`src/rtl/muldiv_unit.sv`:
```
// Iterative RV32M multiply/divide unit: radix-2 shift-add multiply and restoring
// divide on operand magnitudes, with sign fix-up and special cases in a final cycle.
module muldiv_unit #(
   parameter int XLEN = 32
) (
   input  logic            clk,
   input  logic            rst_n,
   input  logic            start,
   input  logic [2:0]      op,
   input  logic [XLEN-1:0] a,
   input  logic [XLEN-1:0] b,
   output logic            busy,
   output logic            done,
   output logic [XLEN-1:0] result
);

   localparam int CW = $clog2(XLEN);
   localparam logic [XLEN-1:0] MIN_NEG = {1'b1, {(XLEN-1){1'b0}}};

   localparam logic [2:0] OP_MUL    = 3'b000;
   localparam logic [2:0] OP_MULH   = 3'b001;
   localparam logic [2:0] OP_MULHSU = 3'b010;
   localparam logic [2:0] OP_MULHU  = 3'b011;
   localparam logic [2:0] OP_DIV    = 3'b100;
   localparam logic [2:0] OP_DIVU   = 3'b101;
   localparam logic [2:0] OP_REM    = 3'b110;
   localparam logic [2:0] OP_REMU   = 3'b111;

   typedef enum logic [1:0] {IDLE, CALC, FIN} state_t;

   state_t state, state_nxt;

   logic [2:0]        op_q;
   logic              sign_a, sign_b, b_zero, ovf;
   logic [XLEN-1:0]   a_q, mag_b, quo;
   logic [XLEN:0]     rem;
   logic [2*XLEN-1:0] prod;
   logic [CW-1:0]     cnt;

   // operand decode for the start edge
   logic              a_signed, b_signed, sa_in, sb_in;
   logic [XLEN-1:0]   mag_a_in, mag_b_in;

   always_comb begin
      a_signed = (op == OP_MULH) || (op == OP_MULHSU) || (op == OP_DIV) || (op == OP_REM);
      b_signed = (op == OP_MULH) || (op == OP_DIV) || (op == OP_REM);
      sa_in    = a_signed & a[XLEN-1];
      sb_in    = b_signed & b[XLEN-1];
      mag_a_in = sa_in ? -a : a;
      mag_b_in = sb_in ? -b : b;
   end

   // one iteration of each datapath
   logic [XLEN:0]     add_sum;
   logic [2*XLEN-1:0] prod_step;
   logic [XLEN:0]     rem_sh;
   logic [XLEN+1:0]   diff;
   logic              fit;
   logic [XLEN:0]     rem_step;
   logic [XLEN-1:0]   quo_step;

   always_comb begin
      add_sum   = {1'b0, prod[2*XLEN-1:XLEN]} + {1'b0, mag_b};
      prod_step = prod[0] ? {add_sum, prod[XLEN-1:1]} : {1'b0, prod[2*XLEN-1:1]};
      // quo holds the unconsumed dividend bits at the top and the quotient at the bottom
      rem_sh    = {rem[XLEN-1:0], quo[XLEN-1]};
      diff      = {1'b0, rem_sh} - {2'b00, mag_b};
      fit       = ~diff[XLEN+1];
      rem_step  = fit ? diff[XLEN:0] : rem_sh;
      quo_step  = {quo[XLEN-2:0], fit};
   end

   // sign fix-up and result selection
   logic              neg;
   logic [2*XLEN-1:0] prod_fix;
   logic [XLEN-1:0]   quo_fix, rem_fix, fin_val;

   always_comb begin
      neg      = sign_a ^ sign_b;
      prod_fix = neg ? -prod : prod;
      quo_fix  = neg ? -quo : quo;
      rem_fix  = sign_a ? -rem[XLEN-1:0] : rem[XLEN-1:0];
      fin_val  = '0;
      case (op_q)
         OP_MUL:                      fin_val = prod_fix[XLEN-1:0];
         OP_MULH, OP_MULHSU, OP_MULHU: fin_val = prod_fix[2*XLEN-1:XLEN];
         OP_DIV, OP_DIVU: begin
            if (b_zero)   fin_val = '1;
            else if (ovf) fin_val = MIN_NEG;
            else          fin_val = quo_fix;
         end
         OP_REM, OP_REMU: begin
            if (b_zero)   fin_val = a_q;
            else if (ovf) fin_val = '0;
            else          fin_val = rem_fix;
         end
         default:         fin_val = '0;
      endcase
   end

   always_comb begin
      state_nxt = state;
      busy      = 1'b0;
      case (state)
         IDLE: if (start) state_nxt = CALC;
         CALC: begin
            busy = 1'b1;
            if (cnt == CW'(XLEN-1)) state_nxt = FIN;
         end
         FIN: begin
            busy      = 1'b1;
            state_nxt = IDLE;
         end
         default: state_nxt = IDLE;
      endcase
   end

   always_ff @(posedge clk) begin
      if (!rst_n) begin
         state  <= IDLE;
         done   <= 1'b0;
         result <= '0;
         cnt    <= '0;
         op_q   <= '0;
         sign_a <= 1'b0;
         sign_b <= 1'b0;
         b_zero <= 1'b0;
         ovf    <= 1'b0;
         a_q    <= '0;
         mag_b  <= '0;
         quo    <= '0;
         rem    <= '0;
         prod   <= '0;
      end else begin
         state <= state_nxt;
         done  <= 1'b0;
         case (state)
            IDLE: begin
               if (start) begin
                  op_q   <= op;
                  sign_a <= sa_in;
                  sign_b <= sb_in;
                  b_zero <= (b == '0);
                  ovf    <= ((op == OP_DIV) || (op == OP_REM)) && (a == MIN_NEG) && (b == '1);
                  a_q    <= a;
                  mag_b  <= mag_b_in;
                  quo    <= mag_a_in;
                  rem    <= '0;
                  prod   <= {{XLEN{1'b0}}, mag_a_in};
                  cnt    <= '0;
               end
            end
            CALC: begin
               if (op_q[2]) begin
                  rem <= rem_step;
                  quo <= quo_step;
               end else begin
                  prod <= prod_step;
               end
               cnt <= cnt + 1'b1;
            end
            FIN: begin
               result <= fin_val;
               done   <= 1'b1;
            end
            default: ;
         endcase
      end
   end

endmodule

```
`config.mk`:
```
export PLATFORM = sky130hd
export DESIGN_NAME = muldiv_unit
export DESIGN_NICKNAME = d
export VERILOG_FILES = /design/src/rtl/muldiv_unit.sv
export SDC_FILE = /design/constraint.sdc
export NUM_CORES = 1
export LEC_CHECK = 0
export BUFFER_PORTS_ARGS = -buffer_cell sky130_fd_sc_hd__buf_4
export CAP_MARGIN = 20
export CORE_MARGIN = 5
export CORE_UTILIZATION = 60
export DETAILED_ROUTE_END_ITERATION = 10
export GPL_ROUTABILITY_DRIVEN = 0
export PLACE_DENSITY = 0.89
export SLEW_MARGIN = 15
export SYNTH_ARGS = -nofsm -noshare
export SYNTH_HDL_FRONTEND = slang
export SYNTH_SLANG_ARGS = --single-unit
```
`constraint.sdc`:
```
create_clock -name clk -period 7.5 [get_ports clk]
set_input_delay 0.75 -clock clk [delete_from_list [all_inputs] [get_ports clk]]
set_output_delay 0.75 -clock clk [all_outputs]
set_load 0.01 [all_outputs]
```
==> metrics.md <==
| Metric | Value |
|---|---|
| Die area | `32000 µm²` |
| Critical hold path startpoint | `op[1]` |
| Initial antenna violation count | `4` |
| Worst Max-Slew Pin Slew | `1.11 ns` |
| DRC | `0` |
| Slew margin rel. | `25.5%` |
| Floorplan die height | `179 µm` |
| Fill cell count | `about 2300` |
| Hold buffer count at cts | `0` |
| Reg2reg end | `result[28]` |
| Top cells by area, synth | `dfxtp_1 (28%), a21oi_1 (6.2%), xor2_1 (5.7%), ha_1 (5.6%), nor2_1 (5.4%)` |
| Average routed wire per standard cell | `approximately 22 µm` |
| Primary FF master, synth | `dfxtp_1` |
| PD cells | `208 nW/µm²` |
| CP startpoint kind | `flip-flop` |
| Switching share of power | `a little over a third` |
| Maximum achievable frequency | `240 MHz` |
| Inst Count DP | `2641` |
| Clock slew at reported path FFs | `around 0.06 ns` |
| Worst reg-to-reg path cell count | `11` |
| Via Count | `18600` |
| Row count | `61` |
| Logic pwr share | `29.2%` |
| Post-CTS sizing | `0` |
| Total power | `around 3.9 mW` |
| Worst Setup SP | `prod[0]` |
| Unrepaired setup endpoints after global routing | `false` |
| Largest net degree at the start of global routing | `89` |
| Post-Syn Instances | `2269` |
| CTS max path bufs | `3` |
| Top layer in use | `met5` |
| Post-route ant nets | `0` |
| First-pass GRT wire length | `92800 µm` |
| Seq pwr share | `38.3%` |
| Required time of the critical path | `7.92 ns` |
| Worst Skew | `0.0108 ns` |
| Int Pwr | `2.51 mW` |
| Status | `finished clean` |
| Initial DRC count | `3124` |
| Worst Path Arrival | `4.59 ns` |
| Mapped Avg Cell Area | `7.54 µm²` |
| Vias per cell | `6.91` |
| WL met2 | `25800 µm` |
| Tmin final | `4.17 ns` |
| Vias in the first global route | `17500` |
| Metal-1 WL | `21400 µm` |
| GRT Util Overall | `35.8%` |
| Worst hold path type | `in -> reg` |
| Async S/R FF share, synth | `0%` |
| Synth top cells by count | `nor2_1 (248), nand2_1 (246), dfxtp_1 (239)` |
| Max-Cap Viols | `0` |
| Root buf cell | `clkbuf_16` |
| Post-Syn Nets | `roughly 2400` |
| Cell variety after synth | `74` |
| R2R Setup Slk | `3.33 ns` |
| Max VDD drop | `166 µV` |
| Non-Filler Instances | `2688` |
| Largest area contributor in the netlist | `dfxtp_1` |
| Final wirelength | `59200 µm` |
| Setup TNS | `0 ns` |
| CTS tree | `yes` |
| Top-count cell post-synth | `nor2_1` |
| P_sw | `around 1.4 mW` |
| Area Growth Syn to Fin | `10.8%` |
| H-Tree Depth | `1` |
| Clock Sinks | `239` |
| Post-DP HPWL | `42200 µm` |
| Hold depth | `3` |
| Initial Utilization | `61.2%` |
| Final Cycle Share | `55.6%` |
| Final Cell Area | `19000 µm²` |
| I/O pin cnt | `between 100 and 150` |
| Pre-antenna DRT Iters | `11` |
| Final Hold Fails | `0` |
| CP max FO | `19` |
| Register bit count reported by yosys | `239` |
| Mapped Area | `17100 µm²` |
| Core area | `between 20000 and 30000 µm²` |
| Share of layout cells above drive strength 1 | `9.40%` |
| # setup viols final | `0` |
| Clock latency on the worst-skew pair | `0.55 ns` |
| Placement Cell Area | `~18000 µm²` |
| Seq/Total Area, Yosys | `28.0%` |
| Ys Warns | `0` |
| Hold endpoint | `op_q[1]` |
| Grt total ovfl | `0` |
| Post-CTS setup buffer count | `0` |
| Clock Power Share | `32.5%` |
| Endpoint class of the critical path | `flip-flop` |
| Final Max Tran Viols | `0` |
| Final net count | `2440` |
| Post-synth EDFFs | `0` |
| DR WL met3 | `7960 µm` |
| LEAKAGE | `7.68 nW` |
| Crit Path Category | `reg -> reg` |
| Synth top area share | `28.0%` |
| Worst r2r src | `prod[0]` |
| Die X | `179 µm` |
| Final Util | `~68%` |
| Number of buffers created by CTS | `26` |
| Port bufs | `slightly above 100` |
## critical path, stage by stage (launching register included)
cell	delay [ns]
dfxtp_1	0.59
inv_1	0.37
ha_1	0.30
and4b_1	0.36
nand4_1	0.37
nor2b_1	0.37
and2b_1	0.30
nor3b_1	0.53
a41oi_1	0.24
xor2_1	0.20
a221oi_1	0.33
nor2_1	0.08
## sequential cells by signal, summed over array words and instances, names as in the netlist
| signal | count |
|---|---|
| a_q | 32 |
| b_zero | 1 |
| cnt | 5 |
| done | 1 |
| mag_b | 32 |
| op_q | 3 |
| ovf | 1 |
| prod | 64 |
| quo | 32 |
| rem | 32 |
| result | 32 |
| sign_a | 1 |
| sign_b | 1 |
| state | 2 |
## logic make-up after synthesis
kind of cell    synth area share [%]
compound gates                  28.3
xor+xnor                        11.1
fa+ha+maj                       5.80
buf+inv                         4.71
flops                           28.0
mux                             2.24
simple gates                    19.9
## metal layers
layer	up-vias	global-route usage, %
met5	-	0
met4	4	18.3
met3	329	7.72
met2	1497	56.7
met1	8418	46.0
li1	8322	-
## power groups by stage
stage	clock network [mW]	logic [mW]	registers [mW]
6_report	1.28	1.15	1.51
5_1_grt	1.33	1.23	1.51
4_1_cts	1.28	1.11	1.50
3_5_place_dp	0	1.10	1.52
3_3_place_gp	0	1.06	1.52
2_1_floorplan	0	0.822	1.47
## layout make-up
class                   count  area, µm²  area share, %
repair buffers            133        996           5.26
diodes                      1       2.50         0.0132
multi-input cells        1816      11600           61.1
clock buffers              38        767           4.05
clock inverters             7       60.1          0.317
flip-flops and latches    239       4780           25.2
well taps                 378        473           2.50
inverters                  76        288           1.52
## how the worst max path moves through the flow
stage	endpoint	slack (ns)
finish	result[28]	3.33
global route	rem[2]	3.15
CTS	result[28]	3.56
detailed placement	result[28]	3.60
global placement	result[28]	3.58
floorplan	quo[0]	4.44
## placed cells by master, fill, tap and decap left out, types with 8 or more instances in the layout
cell	n
a221oi_1	27
nand2b_1	32
or3_1	27
nand3_1	29
o22ai_1	19
a31oi_1	27
a21o_1	32
mux2i_1	27
a211oi_1	38
o221ai_1	11
nand2_1	245
buf_4	132
nand4_1	14
o31ai_1	40
a311oi_1	8
xor2_1	110
dfxtp_1	239
nor2b_1	16
a222oi_1	39
clkbuf_16	27
o211ai_1	20
and3_1	9
xnor2_1	104
nor2_1	245
nor3_1	52
ha_1	76
mux2_2	10
o41ai_1	21
or4_1	15
inv_1	73
nor4_1	13
a22oi_1	37
o21ai_0	162
a21oi_1	210
and2_1	11
## through the flow
| step | hold slack [ns] | setup slack, ns |
|---|---|---|
| floorplan | 0.433 | 4.44 |
| global placement | 0.443 | 3.58 |
| detailed placement | 0.450 | 3.60 |
| CTS | 0.452 | 3.56 |
| global route | 0.476 | 3.15 |
| finish | 0.461 | 3.33 |
Power figures use the tool's default switching activity.
